File: src/rtl/avalon_uart_responder.sv
// Avalon-MM responder with the JTAG UART register map, backed by an 8N1 serial UART.
// One wait state per access; RX and TX are each buffered by a small byte FIFO.

module avalon_uart_responder_fifo #(
  parameter int AW = 4
) (
  input  logic          clk,
  input  logic          rst_n,
  input  logic          push,
  input  logic [7:0]    push_data,
  input  logic          pop,
  output logic [7:0]    head,
  output logic [AW:0]   count,
  output logic          empty
);
  localparam int DEPTH = 1 << AW;
  localparam logic [AW:0] PTR_ONE = (AW+1)'(1);

  logic [7:0]  mem_r [DEPTH];
  logic [AW:0] wptr_r;
  logic [AW:0] rptr_r;
  logic        full_s;
  logic        push_ok_s;
  logic        pop_ok_s;

  // Pointers carry one extra bit so full and empty are distinguishable.
  assign count     = wptr_r - rptr_r;
  assign empty     = (count == {(AW+1){1'b0}});
  assign full_s    = (count == (AW+1)'(DEPTH));
  assign push_ok_s = push && !full_s;
  assign pop_ok_s  = pop && !empty;
  assign head      = mem_r[rptr_r[AW-1:0]];

  // Pointer update
  always_ff @(posedge clk or negedge rst_n) begin
    if (!rst_n) begin
      wptr_r <= {(AW+1){1'b0}};
      rptr_r <= {(AW+1){1'b0}};
    end else begin
      if (push_ok_s) wptr_r <= wptr_r + PTR_ONE;
      if (pop_ok_s)  rptr_r <= rptr_r + PTR_ONE;
    end
  end

  // Storage array
  always_ff @(posedge clk) begin
    if (push_ok_s) mem_r[wptr_r[AW-1:0]] <= push_data;
  end
endmodule

module avalon_uart_responder #(
  parameter int CLK_DIV = 434,
  parameter int FIFO_AW = 4
) (
  input  logic        clk_clk,
  input  logic        reset_reset_n,
  input  logic        av_chipselect,
  input  logic        av_address,
  input  logic        av_read_n,
  input  logic        av_write_n,
  input  logic [31:0] av_writedata,
  output logic [31:0] av_readdata,
  output logic        av_waitrequest,
  output logic        irq_irq,
  output logic        uart_tx,
  input  logic        uart_rx
);
  localparam int BW    = $clog2(CLK_DIV);
  localparam int DEPTH = 1 << FIFO_AW;
  localparam logic [BW-1:0] BAUD_LAST = BW'(CLK_DIV - 1);
  localparam logic [BW-1:0] BAUD_HALF = BW'(CLK_DIV / 2 - 1);
  localparam logic [BW-1:0] BAUD_ONE  = BW'(1);

  typedef enum logic [1:0] {TX_IDLE, TX_START, TX_DATA, TX_STOP} tx_state_t;
  typedef enum logic [2:0] {RX_IDLE, RX_START, RX_DATA, RX_STOP, RX_FERR} rx_state_t;

  // Bus side
  logic        ack_r;
  logic [31:0] readdata_r;
  logic        re_r;
  logic        we_r;
  logic        ac_r;
  logic        irq_r;
  logic        is_write_s;
  logic        is_read_s;
  logic        start_s;
  logic        done_s;
  logic        tx_push_s;
  logic        rx_pop_s;
  logic        ctrl_wr_s;
  logic [31:0] rd_next_s;
  logic [15:0] wspace_s;
  logic [15:0] ravail_s;
  logic        ri_s;
  logic        wi_s;
  logic        unused_s;

  // FIFO side
  logic [7:0]         tx_head_s;
  logic [FIFO_AW:0]   tx_count_s;
  logic               tx_empty_s;
  logic [7:0]         rx_head_s;
  logic [FIFO_AW:0]   rx_count_s;
  logic               rx_empty_s;

  // Serial side
  tx_state_t   tx_state_r;
  logic [BW-1:0] tx_baud_r;
  logic [2:0]  tx_bit_r;
  logic [7:0]  tx_shift_r;
  logic        tx_r;
  logic        tx_load_s;
  rx_state_t   rx_state_r;
  logic [BW-1:0] rx_baud_r;
  logic [2:0]  rx_bit_r;
  logic [7:0]  rx_shift_r;
  logic        rx_push_r;
  logic        rx_meta_r;
  logic        rx_sync_r;
  logic        rx_prev_r;

  // Simultaneous read and write strobes resolve to a write.
  assign is_write_s = !av_write_n;
  assign is_read_s  = !av_read_n && av_write_n;
  assign start_s    = av_chipselect && !ack_r;
  assign done_s     = av_chipselect && ack_r;
  assign tx_push_s  = done_s && is_write_s && !av_address;
  assign ctrl_wr_s  = done_s && is_write_s && av_address;
  assign rx_pop_s   = done_s && is_read_s && !av_address && readdata_r[15];

  assign av_waitrequest = start_s && reset_reset_n;
  assign av_readdata    = readdata_r;
  assign irq_irq        = irq_r;
  assign uart_tx        = tx_r;

  assign ri_s     = !rx_empty_s;
  assign wi_s     = tx_empty_s;
  assign wspace_s = 16'(DEPTH) - 16'(tx_count_s);
  assign ravail_s = 16'(rx_count_s) - 16'd1;
  assign unused_s = ^{av_writedata[31:11], av_writedata[9:8]};

  // A new frame starts whenever the line is free and a byte is waiting.
  assign tx_load_s = !tx_empty_s &&
                     ((tx_state_r == TX_IDLE) ||
                      ((tx_state_r == TX_STOP) && (tx_baud_r == {BW{1'b0}})));

  avalon_uart_responder_fifo #(.AW(FIFO_AW)) u_tx_fifo (
    .clk       (clk_clk),
    .rst_n     (reset_reset_n),
    .push      (tx_push_s),
    .push_data (av_writedata[7:0]),
    .pop       (tx_load_s),
    .head      (tx_head_s),
    .count     (tx_count_s),
    .empty     (tx_empty_s)
  );

  avalon_uart_responder_fifo #(.AW(FIFO_AW)) u_rx_fifo (
    .clk       (clk_clk),
    .rst_n     (reset_reset_n),
    .push      (rx_push_r),
    .push_data (rx_shift_r),
    .pop       (rx_pop_s),
    .head      (rx_head_s),
    .count     (rx_count_s),
    .empty     (rx_empty_s)
  );

  // Read data for the access presented this cycle
  always_comb begin
    rd_next_s = 32'h0000_0000;
    if (is_read_s) begin
      if (av_address) begin
        rd_next_s = {wspace_s, 5'b00000, ac_r, wi_s, ri_s, 6'b000000, we_r, re_r};
      end else if (!rx_empty_s) begin
        rd_next_s = {ravail_s, 1'b1, 7'b0000000, rx_head_s};
      end else begin
        rd_next_s = 32'h0000_0000;
      end
    end else begin
      rd_next_s = 32'h0000_0000;
    end
  end

  // Handshake, control register and interrupt
  always_ff @(posedge clk_clk or negedge reset_reset_n) begin
    if (!reset_reset_n) begin
      ack_r      <= 1'b0;
      readdata_r <= 32'h0000_0000;
      re_r       <= 1'b0;
      we_r       <= 1'b0;
      irq_r      <= 1'b0;
    end else begin
      ack_r <= start_s;
      if (start_s) readdata_r <= rd_next_s;
      if (ctrl_wr_s) begin
        re_r <= av_writedata[0];
        we_r <= av_writedata[1];
      end
      irq_r <= (re_r && ri_s) || (we_r && wi_s);
    end
  end

  // Activity flag: a start bit outranks a clear in the same cycle
  always_ff @(posedge clk_clk or negedge reset_reset_n) begin
    if (!reset_reset_n) begin
      ac_r <= 1'b0;
    end else if (tx_load_s) begin
      ac_r <= 1'b1;
    end else if (ctrl_wr_s && av_writedata[10]) begin
      ac_r <= 1'b0;
    end
  end

  // Transmit state machine, LSB first
  always_ff @(posedge clk_clk or negedge reset_reset_n) begin
    if (!reset_reset_n) begin
      tx_state_r <= TX_IDLE;
      tx_baud_r  <= {BW{1'b0}};
      tx_bit_r   <= 3'd0;
      tx_shift_r <= 8'h00;
      tx_r       <= 1'b1;
    end else if (tx_load_s) begin
      tx_state_r <= TX_START;
      tx_baud_r  <= BAUD_LAST;
      tx_shift_r <= tx_head_s;
      tx_r       <= 1'b0;
    end else begin
      case (tx_state_r)
        TX_IDLE: tx_r <= 1'b1;
        TX_START: begin
          if (tx_baud_r == {BW{1'b0}}) begin
            tx_state_r <= TX_DATA;
            tx_baud_r  <= BAUD_LAST;
            tx_bit_r   <= 3'd0;
            tx_r       <= tx_shift_r[0];
            tx_shift_r <= {1'b0, tx_shift_r[7:1]};
          end else begin
            tx_baud_r <= tx_baud_r - BAUD_ONE;
          end
        end
        TX_DATA: begin
          if (tx_baud_r == {BW{1'b0}}) begin
            tx_baud_r <= BAUD_LAST;
            if (tx_bit_r == 3'd7) begin
              tx_state_r <= TX_STOP;
              tx_r       <= 1'b1;
            end else begin
              tx_bit_r   <= tx_bit_r + 3'd1;
              tx_r       <= tx_shift_r[0];
              tx_shift_r <= {1'b0, tx_shift_r[7:1]};
            end
          end else begin
            tx_baud_r <= tx_baud_r - BAUD_ONE;
          end
        end
        TX_STOP: begin
          if (tx_baud_r == {BW{1'b0}}) begin
            tx_state_r <= TX_IDLE;
          end else begin
            tx_baud_r <= tx_baud_r - BAUD_ONE;
          end
        end
        default: begin
          tx_state_r <= TX_IDLE;
          tx_r       <= 1'b1;
        end
      endcase
    end
  end

  // Two-stage synchronizer plus previous sample for edge detection
  always_ff @(posedge clk_clk or negedge reset_reset_n) begin
    if (!reset_reset_n) begin
      rx_meta_r <= 1'b1;
      rx_sync_r <= 1'b1;
      rx_prev_r <= 1'b1;
    end else begin
      rx_meta_r <= uart_rx;
      rx_sync_r <= rx_meta_r;
      rx_prev_r <= rx_sync_r;
    end
  end

  // Receive state machine sampling at bit centres
  always_ff @(posedge clk_clk or negedge reset_reset_n) begin
    if (!reset_reset_n) begin
      rx_state_r <= RX_IDLE;
      rx_baud_r  <= {BW{1'b0}};
      rx_bit_r   <= 3'd0;
      rx_shift_r <= 8'h00;
      rx_push_r  <= 1'b0;
    end else begin
      rx_push_r <= 1'b0;
      case (rx_state_r)
        RX_IDLE: begin
          if (rx_prev_r && !rx_sync_r) begin
            rx_state_r <= RX_START;
            rx_baud_r  <= BAUD_HALF;
          end
        end
        RX_START: begin
          if (rx_baud_r == {BW{1'b0}}) begin
            if (!rx_sync_r) begin
              rx_state_r <= RX_DATA;
              rx_baud_r  <= BAUD_LAST;
              rx_bit_r   <= 3'd0;
            end else begin
              rx_state_r <= RX_IDLE;
            end
          end else begin
            rx_baud_r <= rx_baud_r - BAUD_ONE;
          end
        end
        RX_DATA: begin
          if (rx_baud_r == {BW{1'b0}}) begin
            rx_shift_r <= {rx_sync_r, rx_shift_r[7:1]};
            rx_baud_r  <= BAUD_LAST;
            if (rx_bit_r == 3'd7) begin
              rx_state_r <= RX_STOP;
            end else begin
              rx_bit_r <= rx_bit_r + 3'd1;
            end
          end else begin
            rx_baud_r <= rx_baud_r - BAUD_ONE;
          end
        end
        RX_STOP: begin
          if (rx_baud_r == {BW{1'b0}}) begin
            if (rx_sync_r) begin
              rx_push_r  <= 1'b1;
              rx_state_r <= RX_IDLE;
            end else begin
              rx_state_r <= RX_FERR;
            end
          end else begin
            rx_baud_r <= rx_baud_r - BAUD_ONE;
          end
        end
        RX_FERR: begin
          if (rx_sync_r) rx_state_r <= RX_IDLE;
        end
        default: rx_state_r <= RX_IDLE;
      endcase
    end
  end
endmodule

File: config.mk
export PLATFORM = sky130hd
export DESIGN_NAME = avalon_uart_responder
export DESIGN_NICKNAME = d
export VERILOG_FILES = /design/src/rtl/avalon_uart_responder.sv
export SDC_FILE = /design/constraint.sdc
export NUM_CORES = 1
export LEC_CHECK = 0
export ABC_AREA = 1
export ABC_CLOCK_PERIOD_IN_PS = 7250
export CORE_UTILIZATION = 30
export CTS_CLUSTER_SIZE = 10
export DETAILED_ROUTE_END_ITERATION = 16
export SYNTH_ARGS = -nofsm -noshare
export SYNTH_HDL_FRONTEND = slang
export SYNTH_SLANG_ARGS = --single-unit
File: constraint.sdc
create_clock -name clk_clk -period 7.25 [get_ports clk_clk]
set_input_delay 1.0875 -clock clk_clk [delete_from_list [all_inputs] [get_ports clk_clk]]
set_output_delay 1.0875 -clock clk_clk [all_outputs]
set_load 0.02 [all_outputs]
# --- Yosys cells after proc, flatten, opt, wreduce, memory -nomap -nowiden ---
# Memories as Yosys holds them, arrays and structs flattened.
# Index checks and enable logic that the tools add are counted.
# Widths: inputs -> output; s select.
totals:
  regBits: 107
  ramBits: 256
  inputBits: 39
  out_inout_bits: 35
  mem_count: 2
classes:
  addsub: 12
  eq_ne: 30
  n_mux: 56
  bitwise_logic: 1
  reduce_logical: 55
mem_list:
  columns: ["name", "words", "word_bits", "read_ports", "rd_clocked_by_memory_dff", "write_ports", "line", "rtl"]
  rows:
  - ["u_rx_fifo.mem_r", 16, 8, 1, 0, 1, "19", "logic [7:0] mem_r [DEPTH];"]
  - ["u_tx_fifo.mem_r", 16, 8, 1, 0, 1, "19", null]
op_table:
  columns: ["cell", "n"]
  rows:
  - ["$mux 32", 3]
  - ["$mux 9", 8]
  - ["$mux 3", 14]
  - ["$pmux 9 s4", 1]
  - ["$mux 8", 4]
  - ["$ne 2x2->1 const B", 12]
  - ["$add 5x1->5 const B", 4]
  - ["$logic_and 1x1->1", 20]
  - ["$logic_not 9->1", 2]
  - ["$pmux 9 s2", 1]
  - ["$sub 9x1->9 const B", 2]
  - ["$pmux 8 s2", 1]
  - ["$ne 3x2->1 const B", 5]
  - ["$pmux 3 s5", 1]
  - ["$reduce_and 5->1", 3]
  - ["$mux 1", 13]
  - ["$mux 2", 6]
  - ["$pmux 3 s2", 2]
  - ["$reduce_bool 4->1", 3]
  - ["$eq 5x5->1 const B", 2]
  - ["$logic_not 5->1", 2]
  - ["$sub 5x5->5", 2]
  - ["$eq 3x3->1 const B", 3]
  - ["$logic_not 1->1", 9]
  - ["22 further kinds", 31]

# --- Depth between registers and ports, before layout ---
depth:
  depth_word: 6
  ltp_mapped: 18

# --- Hierarchy ---
# From an unflattened synthesis, not the netlist that was laid out.
hier_totals:
  hier_cells: 1514
  area_unflattened_um2: 15945.3
modules_own_cells:
  columns: ["mod", "n_inst", "cells_each", "area_per_inst_um2", "seq_area_each_um2"]
  rows:
  - ["avalon_uart_responder_fifo (u_rx_fifo)", 1, 527, 6059.6, 4093.9]
  - ["avalon_uart_responder_fifo (u_tx_fifo)", 1, 501, 5876.9, 4093.9]
  - ["avalon_uart_responder", 1, 486, 4008.8, 1831.8]

# --- Worst setup path before layout ---
# OpenSTA, ideal clock, no wires.
synth_path:
  kind: "register -> register"
  start: "register u_tx_fifo.rptr_r[1]"
  end: "memory u_tx_fifo.mem_r[0][0], enable pin"
  setup_time_ns: 0.370
  t_arrival_ns: 2.828
  t_required_ns: 6.880
  path_slack_ns: 4.052
  stages_incl_launch_ff: 13
  n_path_buf: 2
  period_less_slack_ns: 3.198
  path_cell_list: "dfrtp_1 buf_2 inv_1 buf_2 fa_1 inv_1 ha_1 inv_1 nor2_1 ha_1 nor4_4 nand2_1 nor2_1"
synth_between:
  elab_chain_cells: 6
synth_rtl:
  columns: ["item", "line", "rtl"]
  rows:
  - ["start, declared", "21", "logic [AW:0] rptr_r;"]
  - ["start signal, assigned", "38", "rptr_r <= {(AW+1){1'b0}};"]
  - ["start signal, assigned", "41", "if (pop_ok_s) rptr_r <= rptr_r + PTR_ONE;"]
  - ["$sub 5x5->5", "27", "assign count = wptr_r - rptr_r;"]
  - ["$eq 5x5->1", "29", "assign full_s = (count == (AW+1)'(DEPTH));"]
  - ["$logic_not 1->1", "30", "assign push_ok_s = push && !full_s;"]
  - ["$logic_and 1x1->1", "30", null]
  - ["$mux 1", "47", "if (push_ok_s) mem_r[wptr_r[AW-1:0]] <= push_data;"]
  - ["$mux 1 (implied by the code)", "47", null]
  - ["end, declared", "19", null]
# No other way between the ends.

# --- Worst setup path in the final report ---
layout_path:
  start: "register u_tx_fifo.rptr_r[1]"
  end: "memory u_tx_fifo.mem_r[10][1], enable pin"
# Same word-level chain as after synthesis.

==> reports/qor.csv <==
stage,metric,value,unit
clocking,clock tree buffer depth,3,
grt,vias in the first global route,10248,
logic_synthesis,total number of yosys warnings,0,
timing,setup TNS,0,ps
logic_synthesis,"top cells by count, synth","nand2_1, edfxtp_1, nor2_1",
routing,remaining antenna violation count,0,
logic_synthesis,Seq cells post-synth,349,
min_path,HP Class,flop to flop,
setup_path,critical path class,flop to flop,
power_and_ir_drop,Pwr per Cell Area,250.2,nW/um^2
logic_synthesis,Synth top area share,0.4827,
logic_synthesis,number of library cell types mapped by synthesis,50,
placement,count of input and output buffers,46,
timing,Worst Slack Setup Final,2529,ps
floorplanning,Row Count,84,
timing,fin. max-slew vios,0,
timing,period utilization,0.6512,
clocking,Worst-Skew Late Latency,540,ps
setup_path,Worst Path Max Fanout,45,
clocking,"Clk pin slew, worst setup/hold paths",60,ps
floorplanning,Die Span Y,232.4,um
clocking,post-CTS setup buffers,0,
timing,Final Hold Viols,0,
flow_run,max cap viols,0,
timing,RSZ-0062 raised after global routing,false,
grt,Tot GR Track Use,0.1330,
clocking,htree depth,2,
grt,first-pass GRT wire length,56570,um
status,status,"complete, no violations",
routing,DRC marker count from the first detailed-route iteration,942,
clocking,CTS tree,yes,
timing,max_slew headroom,0.08165,
routing,mean number of vias per cell,4.631,
timing,Worst Skew,25.97,ps
logic_synthesis,asr flop ratio synth,0.2665,
grt,initial antenna violation count,2,
clocking,TritonCTS buffer count,41,
grt,grt total ovfl,0,
logic_synthesis,register area share after synthesis,0.6292,
logic_synthesis,leading area contributor after synthesis,edfxtp_1,
floorplanning,die area,54010,sq um
layout,share of cells above drive strength 1,0.06334,
logic_synthesis,top-count cell post-synth,nand2_1,
floorplanning,Core Box Area,52550,sq um
logic_synthesis,number of synthesized flops with an enable pin,256,
timing,setup violators final,0,
logic_synthesis,Main synth FF type,edfxtp_1,
routing,via count,10791,
power_and_ir_drop,Lkg Pwr,7.156,nW
layout,Final Instance Count excl. Fillers,2330,
routing,Remaining DRCs,0,
clocking,cells resized by post-CTS repair,0,
logic_synthesis,top area cells in the synthesized netlist,"edfxtp_1, dfrtp_1, nand2_1",
setup_path,CP Launch Type,flop,
floorplanning,Die X,232.4,um
floorplanning,initial core utilization,0.3030,
timing,Period minus WS final,4721,ps
setup_path,CP Data Required Time,7400,ps
routing,Routed WL,35990,um
layout,FILL cells,5211,
floorplanning,Ports,74,
placement,hpwl dp,22440,um
logic_synthesis,Mapped Cells,1579,
grt,largest net degree at the start of global routing,70,
timing,Fin Hold WS,358.1,ps
timing,slew of the pin with the lowest slew margin,1367,ps
routing,DRT Pass-1 Iters,5,
routing,WL per Instance,15.44,um
layout,Area growth syn-to-layout,13.84,%
power_and_ir_drop,VDD IR max,144.9,uV
clocking,clk sinks,349,
layout,number of diodes,0,
logic_synthesis,syn avg cell area,10.09,sq um
placement,placer congestion estimate,0.8102,
placement,placed cell count,2254,
logic_synthesis,Synth Cell Area,15930,sq um
clocking,CTS Hold Buffers Added,0,
placement,pre-CTS setup slack,2558,ps
layout,nets,1685,
power_and_ir_drop,Final Power,4.535,mW
setup_path,WP data arrival,4880,ps
setup_path,CP Capture Type,flop,
timing,Fmax,0.2118,GHz
clocking,CTS root buf,clkbuf_16,
## cell families after synthesis
group | synth area share
other | 0.0002355
buffers and inverters | 0.04958
adder cells (fa/ha/maj) | 0.02923
flip-flops | 0.6292
AO/OA/AOI/OAI | 0.04973
XOR/XNOR | 0.01587
multiplexers | 0.001414
AND/OR/NAND/NOR | 0.2248
## stage by stage
step                cell area (sq um)    util
floorplan                       15940       -
global placement                16940  0.3224
detailed placement              16940  0.3224
CTS                             18120  0.3448
global route                    18130  0.3450
finish                          18130  0.3450
## cell type report
| class | instances | area, sq um | area share |
|---|---|---|---|
| flip-flops and latches | 349 | 10020 | 0.5528 |
| multi-input cells | 1056 | 5127 | 0.2828 |
| clock buffers | 72 | 1152 | 0.06357 |
| well taps | 688 | 860.8 | 0.04748 |
| repair buffers | 58 | 548.0 | 0.03023 |
| inverters | 104 | 391.6 | 0.02160 |
| clock inverters | 3 | 26.28 | 0.001449 |
## flip-flops by register name, indices dropped and copies added, names as in the netlist, 2 cells and up
name	count
tx_state_r	2
rx_baud_r	9
u_rx_fifo.mem_r	128
tx_shift_r	8
av_readdata	18
u_tx_fifo.mem_r	128
u_rx_fifo.wptr_r	5
u_tx_fifo.wptr_r	5
rx_shift_r	8
u_tx_fifo.rptr_r	5
tx_bit_r	3
u_rx_fifo.rptr_r	5
rx_bit_r	3
rx_state_r	3
tx_baud_r	9
## worst max-delay path, cell delays in order, from the launching register on
cell	delay, ps
dfrtp_1	320
buf_4	420
inv_1	600
fa_1	760
inv_1	50
ha_1	200
inv_1	80
nor2_1	70
ha_1	210
nor4_4	560
nand2_1	320
nor2_1	710
## per-layer routing
metal  up-vias  part of all wire  GRT usage
li1       5345                 -          -
met1      5153              0.47     0.1877
met2       251              0.46     0.2089
met3        40             0.054    0.02365
met4         2             0.016    0.03598
met5         -           0.00036          0
## placed cells by master, fill, tap and decap left out, drive strengths merged, types with 3 or more instances in the layout
cell / instances
clkdlybuf4s50: 45
xnor2: 7
dfrtp: 89
conb: 4
nand2: 470
buf: 13
a22oi: 3
inv: 102
a21oi: 13
dfstp: 4
edfxtp: 256
clkbuf: 72
o21ai: 107
nor3: 18
o211ai: 10
nor2: 178
nand3b: 4
or2: 3
nand3: 152
nand4: 17
xor2: 21
ha: 34
clkinv: 5
## report_power, final
part           switching, mW  internal (mW)
sequential            0.0578           2.19
clock                  0.762           1.07
combinational          0.291          0.158
## path summary, 6_finish.rpt
path	from	endpoint	slack, ps	depth (start not counted)
setup / recovery	u_tx_fifo.rptr_r[1]$_DFFE_PN0P_	u_tx_fifo.mem_r[10][1]$_DFFE_PP_	2530	11
hold / removal	rx_meta_r$_DFF_PN1_	rx_sync_r$_DFF_PN1_	360	0
setup reg to reg	u_tx_fifo.rptr_r[1]$_DFFE_PN0P_	u_tx_fifo.mem_r[10][1]$_DFFE_PP_	2530	11
hold reg to reg	rx_meta_r$_DFF_PN1_	rx_sync_r$_DFF_PN1_	360	0
max in group asynchronous	reset_reset_n	u_tx_fifo.rptr_r[0]$_DFFE_PN0P_	5480	2
min in group asynchronous	reset_reset_n	rx_baud_r[6]$_DFFE_PN0P_	520	1
Note: power is estimated with default switching activity, not from simulation.
